$ cat src/rtl/mult_unit_pkg.sv
// Shared types and constants for the sequential Booth multiplier.
package mult_unit_pkg;

  localparam int unsigned WORD_W    = 32;
  localparam int unsigned EXT_W     = 33;
  localparam int unsigned ITER_LAST = 32;
  localparam int unsigned CNT_W     = 6;

  typedef enum logic [1:0] {
    IDLE = 2'd0,
    RUN  = 2'd1,
    DONE = 2'd2
  } state_t;

  // Booth working register {A, Q, q_-1}
  typedef struct packed {
    logic [EXT_W-1:0] a;
    logic [EXT_W-1:0] q;
    logic             qm1;
  } booth_t;

  function automatic logic [EXT_W-1:0] ext_op(input logic [WORD_W-1:0] v,
                                               input logic sgn);
    return {sgn & v[WORD_W-1], v};
  endfunction

endpackage

$ cat src/rtl/mult_unit_booth_step.sv
// One radix-2 Booth iteration: conditional add/subtract of M, then arithmetic shift.
module booth_step
  import mult_unit_pkg::*;
(
  input  booth_t           cur,
  input  logic [EXT_W-1:0] m,
  output booth_t           nxt_c
);

  logic [EXT_W-1:0] sum;

  always_comb begin
    sum = cur.a;
    case ({cur.q[0], cur.qm1})
      2'b01:   sum = cur.a + m;
      2'b10:   sum = cur.a - m;
      default: sum = cur.a;
    endcase
    nxt_c = booth_t'({sum[EXT_W-1], sum, cur.q});
  end

endmodule

$ cat src/rtl/mult_unit.sv
// Sequential 32x32 signed/unsigned multiplier, 33 Booth steps, state updates on falling clk.
module mult_unit
  import mult_unit_pkg::*;
(
  input  logic              clk,
  input  logic              reset,
  input  logic              MultStart,
  input  logic              MultSigned,
  input  logic [WORD_W-1:0] multiplicando,
  input  logic [WORD_W-1:0] multiplicador,
  output logic [WORD_W-1:0] hi,
  output logic [WORD_W-1:0] lo,
  output logic              MultEnd
);

  state_t           state, state_n;
  logic [CNT_W-1:0] cnt, cnt_n;
  booth_t           acc, acc_n, step_c;
  logic [EXT_W-1:0] m_reg, m_n;
  logic [WORD_W-1:0] hi_n, lo_n;
  logic             end_n;

  booth_step u_step (
    .cur   (acc),
    .m     (m_reg),
    .nxt_c (step_c)
  );

  // State and datapath registers
  always_ff @(negedge clk) begin
    if (reset) begin
      state   <= IDLE;
      cnt     <= '0;
      acc     <= '0;
      m_reg   <= '0;
      hi      <= '0;
      lo      <= '0;
      MultEnd <= 1'b0;
    end else begin
      state   <= state_n;
      cnt     <= cnt_n;
      acc     <= acc_n;
      m_reg   <= m_n;
      hi      <= hi_n;
      lo      <= lo_n;
      MultEnd <= end_n;
    end
  end

  // Next-state and next-output logic
  always_comb begin
    state_n = state;
    cnt_n   = cnt;
    acc_n   = acc;
    m_n     = m_reg;
    hi_n    = hi;
    lo_n    = lo;
    end_n   = 1'b0;
    case (state)
      IDLE: begin
        if (MultStart) begin
          m_n     = ext_op(multiplicando, MultSigned);
          acc_n   = '{a: '0, q: ext_op(multiplicador, MultSigned), qm1: 1'b0};
          cnt_n   = '0;
          state_n = RUN;
        end
      end
      RUN: begin
        acc_n = step_c;
        cnt_n = cnt + CNT_W'(1);
        if (cnt == CNT_W'(ITER_LAST)) state_n = DONE;
      end
      DONE: begin
        // Low 64 bits of the 66-bit {A,Q} product
        hi_n    = {acc.a[WORD_W-2:0], acc.q[EXT_W-1]};
        lo_n    = acc.q[WORD_W-1:0];
        end_n   = 1'b1;
        state_n = IDLE;
      end
      default: state_n = IDLE;
    endcase
  end

endmodule

$ cat config.mk
export PLATFORM = sky130hd
export DESIGN_NAME = mult_unit
export DESIGN_NICKNAME = d
export VERILOG_FILES = /design/src/rtl/mult_unit_pkg.sv /design/src/rtl/mult_unit_booth_step.sv /design/src/rtl/mult_unit.sv
export SDC_FILE = /design/constraint.sdc
export NUM_CORES = 1
export LEC_CHECK = 0
export CAP_MARGIN = 10
export CORE_MARGIN = 5
export CORE_UTILIZATION = 59
export DETAILED_ROUTE_END_ITERATION = 6
export GPL_ROUTABILITY_DRIVEN = 0
export PLACE_DENSITY = 0.85
export SLEW_MARGIN = 20
export SYNTH_ARGS = -nofsm -noshare
export SYNTH_HDL_FRONTEND = slang
export SYNTH_SLANG_ARGS = --single-unit
export TNS_END_PERCENT = 10
$ cat constraint.sdc
create_clock -name clk -period 9 [get_ports clk]
set_input_delay 2.7 -clock clk [delete_from_list [all_inputs] [get_ports clk]]
set_output_delay 2.7 -clock clk [all_outputs]
set_load 0.02 [all_outputs]
**After elaboration in Yosys (flattened, before gate mapping)**

Index checks and enable logic that the tools add are counted.

- Register bits after elaboration: 173
- Bits of input ports: 68
- Output and inout bits: 65
- Logic and storage cells: 35

- Add/sub/neg operators: 3
- Equality and inequality tests: 7
- Mux-type cells: 9
- Bitwise logic cells: 2
- Reduce and logical (&&, ||, !) cells: 5

Operators by type and width:

| kind | count |
|---|---|
| $pmux W67 S2 | 1 |
| $mux W67 | 1 |
| $pmux W33 S2 | 1 |
| $add A33 B33 Y33 | 1 |
| $sub A33 B33 Y33 | 1 |
| $pmux W6 S2 | 1 |
| $add A6 B1 Y6 const B | 1 |
| $eq A6 B6 Y1 const B | 1 |
| $mux W6 | 1 |
| $reduce_and A2 Y1 | 3 |
| $eq A2 B1 Y1 const B | 2 |
| $eq A2 B2 Y1 const B | 2 |
| $mux W2 | 2 |
| $ne A2 B2 Y1 const B | 2 |
| $pmux W2 S2 | 1 |
| $and A1 B1 Y1 | 2 |
| $logic_not A2 Y1 | 1 |
| $reduce_bool A2 Y1 | 1 |
| $mux W1 | 1 |

**Depth between registers and ports, before layout**

- Depth in word-level cells: 3
- Depth in mapped cells: 17

**By module**

From an unflattened synthesis, not the netlist that was laid out.

- Cells, all modules: 1224
- Area, all modules: 9633.0 um2

By module, submodules not included:

| module | times used | cells an instance | area an instance (um2) | sequential area each (um2) |
|---|---|---|---|---|
| mult_unit | 1 | 723 | 6302.3 | 3463.3 |
| booth_step | 1 | 501 | 3330.7 | 0.0 |

==> flow_summary.toml <==
[status]
status = "finished, violations left"
violations = "design-rule violations"

[worst_hold_path]
holdPathEnd = "lo[5]"
hold_start = "lo[5]"
hold_class = "flop to flop"
hold_depth = 2

[die]
std_cell_rows = 45
die_x_um = 134
ios = 133
die_h_um = 134
start_util_pct = 59.8
core_mm2 = 0.0151
die_area_mm2 = 0.0179

[critical_path]
critPathMaxStageDelay_ns = 0.67
crit_buf_inv = 1
arrival_ns = 5.97
slowest_stage = "clkdlybuf4s50_1"
timing.rr.start = "m_reg[2]"
critPathRequiredTime_ns = 6.30
crit_chain = "clkdlybuf4s50_1"
worstSetupEndpointType = "primary output"
start_kind = "flop"
worstPathMaxFanout = 2
r2r_cells = 12
r2r_end = "acc[64]"
r2r_slack_ns = 4.65
path_class = "flop to primary output"
cp_top_family = "buffers and inverters"

[route]
drt-pass1-iter-count = 7
drtIter0Drc = 1005
remaining_drc_errors = 2
wl_per_cell_um = 15.0
final_antenna_net_count = 0
routed_wl_um = 24800
viasPerCell = 5.69
vias = 9373

[cells_and_area]
multiInputGateArea_mm2 = 0.00517
final_common_cell = "nand2_1"
seq_area_mm2 = 0.00344
antenna_cells = 0
largest_reg_flops = 66
final_cell_mix = "222 x nand2_1, 192 x inv_1, 179 x a21oi_1"
drive_above_1_share_pct = 4.79
fin_nets = 1553
fill_cells = 1103
stdcell_count = 1648
syn_to_final_growth_pct = 28.9

[timing]
clock_skew_ns = 0.0202
fin_ws_ns = 0.331
worst_pin_slew_ns = 1.02
final_hold_viol_count = 0
tns_ns = 0
finalMaxSlewViolations = 0
hold_ws_ns = 0.448
relSlewSlack_pct = 31.9
grt_setup_unrepaired = "no"
setup_viol = 0

[logic_synthesis]
synth-edff-count = 0
ys_warn_count = 0
ys_types = 59
synthArstFlopShare_pct = 0
synthXorXnorAreaFrac_pct = 5.72
synth_compound_area_share_pct = 21.2
yosys.area_share.simple_pct = 24.8
ys_seq_area_share_pct = 38.2
syn_nets = 1292
synth-seq-cells = 172
synth_area_mm2 = 0.00902
synthCells = 1187
muxShareOfSynthArea_pct = 0.222
synth_top_family_by_area = "simple AND/OR/NAND/NOR gates"
synthFlopType = "dfxtp_1"
syn_avg_cell_area_um2 = 7.60
synth_fa_ha_area_share_pct = 5.22

[cts]
hold_buffers = 0
clk_pin_slew_ns = 0.05
cts_tree = "yes"
cts_resized = 0
cts.path.max_buffers = 2
cts-buffers-inserted = 17
htree_levels = 4
numClockSinks = 172
cts-root-buf = "clkbuf_16"
post_cts_buffers = 0
clock_latency_ns = 0.47

[global_route]
use_met1_pct = 32.6
grt_pass1_wl_um = 40800
grt_pass1_vias = 9007
grt_use_total_pct = 27.2
grt_max_degree = 63
grt_util_met3_pct = 9.33
overflow = 0
grt_antenna_before_repair = 0
grt_use_met2_pct = 44.6
grt_busiest_layer = "met2"

[placement]
dp_slack_ns = 0.00246
dpl.hpwl_um = 16200
port_buffers = 132
dp_cells = 1446

[power_and_ir_drop]
swShare_pct = 35.8
seqPwrFrac_pct = 35.8
combPwrFrac_pct = 20.8
intPower_mw = 1.53
power_density_mw_per_mm2 = 205
clock_power_share_pct = 43.5
switchingPower_uw = 852
vdd_ir_drop_max_uv = 151
leakagePower_nw = 5.12

[flow_run]
maxCapViolCount = 0
-- routing by layer --
layer / share of wire [%] / vias up
met4: 1.5 / 0
met5: 0 / -
met3: 7.6 / 44
li1: - / 4637
met2: 48 / 379
met1: 42 / 4313
-- cell type report --
class | instances | share of cell area (%)
inverter | 18 | 0.581
multi-input combinational | 917 | 44.5
clock inverter | 186 | 6.76
tap | 188 | 2.02
clock buffer | 17 | 3.66
timing repair buffer | 150 | 12.8
sequential | 172 | 29.6
-- worst max-delay path by stage --
stage	cells after the start	slack, ns	start	endpoint
final	1	0.33	hi[16]	hi[16]
after detailed placement	6	0.002	MultStart	acc[60]
after global routing	1	0.30	hi[16]	hi[16]
after global placement	6	0.03	MultStart	acc[58]
after floorplan	7	0.63	MultStart	acc[36]
after CTS	1	0.33	hi[16]	hi[16]
-- cell usage after synthesis (all sizes together), types with 4 or more instances --
master / instances / area [µm²]
nand3: 13 / 65.1
and3: 6 / 37.5
or2: 4 / 25.0
xnor2: 43 / 384
dfxtp: 172 / 3440
a21oi: 180 / 905
clkbuf: 70 / 303
o211ai: 4 / 30.0
a31oi: 11 / 75.1
a22oi: 25 / 188
nor4: 4 / 25.0
a211o: 5 / 43.8
nor3: 43 / 215
or3: 6 / 43.8
ha: 36 / 450
inv: 19 / 71.3
o22ai: 15 / 93.8
a21o: 18 / 135
nor2b: 36 / 225
a222oi: 9 / 90.1
nand4: 10 / 62.6
nor2: 136 / 510
nand2: 222 / 833
xor2: 15 / 131
o21ai: 30 / 150
nand2b: 7 / 43.8
buf: 9 / 42.5
-- per-stage QoR --
stage	power (mW)	cell area, µm²	utilization [%]
after floorplan	1.33	9020	-
after global placement	1.44	10400	69.0
after detailed placement	1.45	10400	69.0
after CTS	2.39	11600	77.0
after global routing	2.54	11600	77.0
final	2.38	11600	77.0
-- kinds of logic after synthesis --
family / count (synthesis)
AND/OR/NAND/NOR: 499
AO/OA/AOI/OAI: 321
flip-flops: 172
buffers and inverters: 98
XOR/XNOR: 58
adder cells (fa/ha/maj): 37
multiplexers: 2
-- power by group through the flow --
stage | Sequential, mW | Combinational, mW | Clock [mW]
CTS | 0.849 | 0.487 | 1.05
finish | 0.850 | 0.494 | 1.03
global placement | 0.857 | 0.466 | 0.116
detailed placement | 0.859 | 0.479 | 0.116
floorplan | 0.840 | 0.375 | 0.116
global route | 0.854 | 0.543 | 1.15
Power figures use the tool's default switching activity.
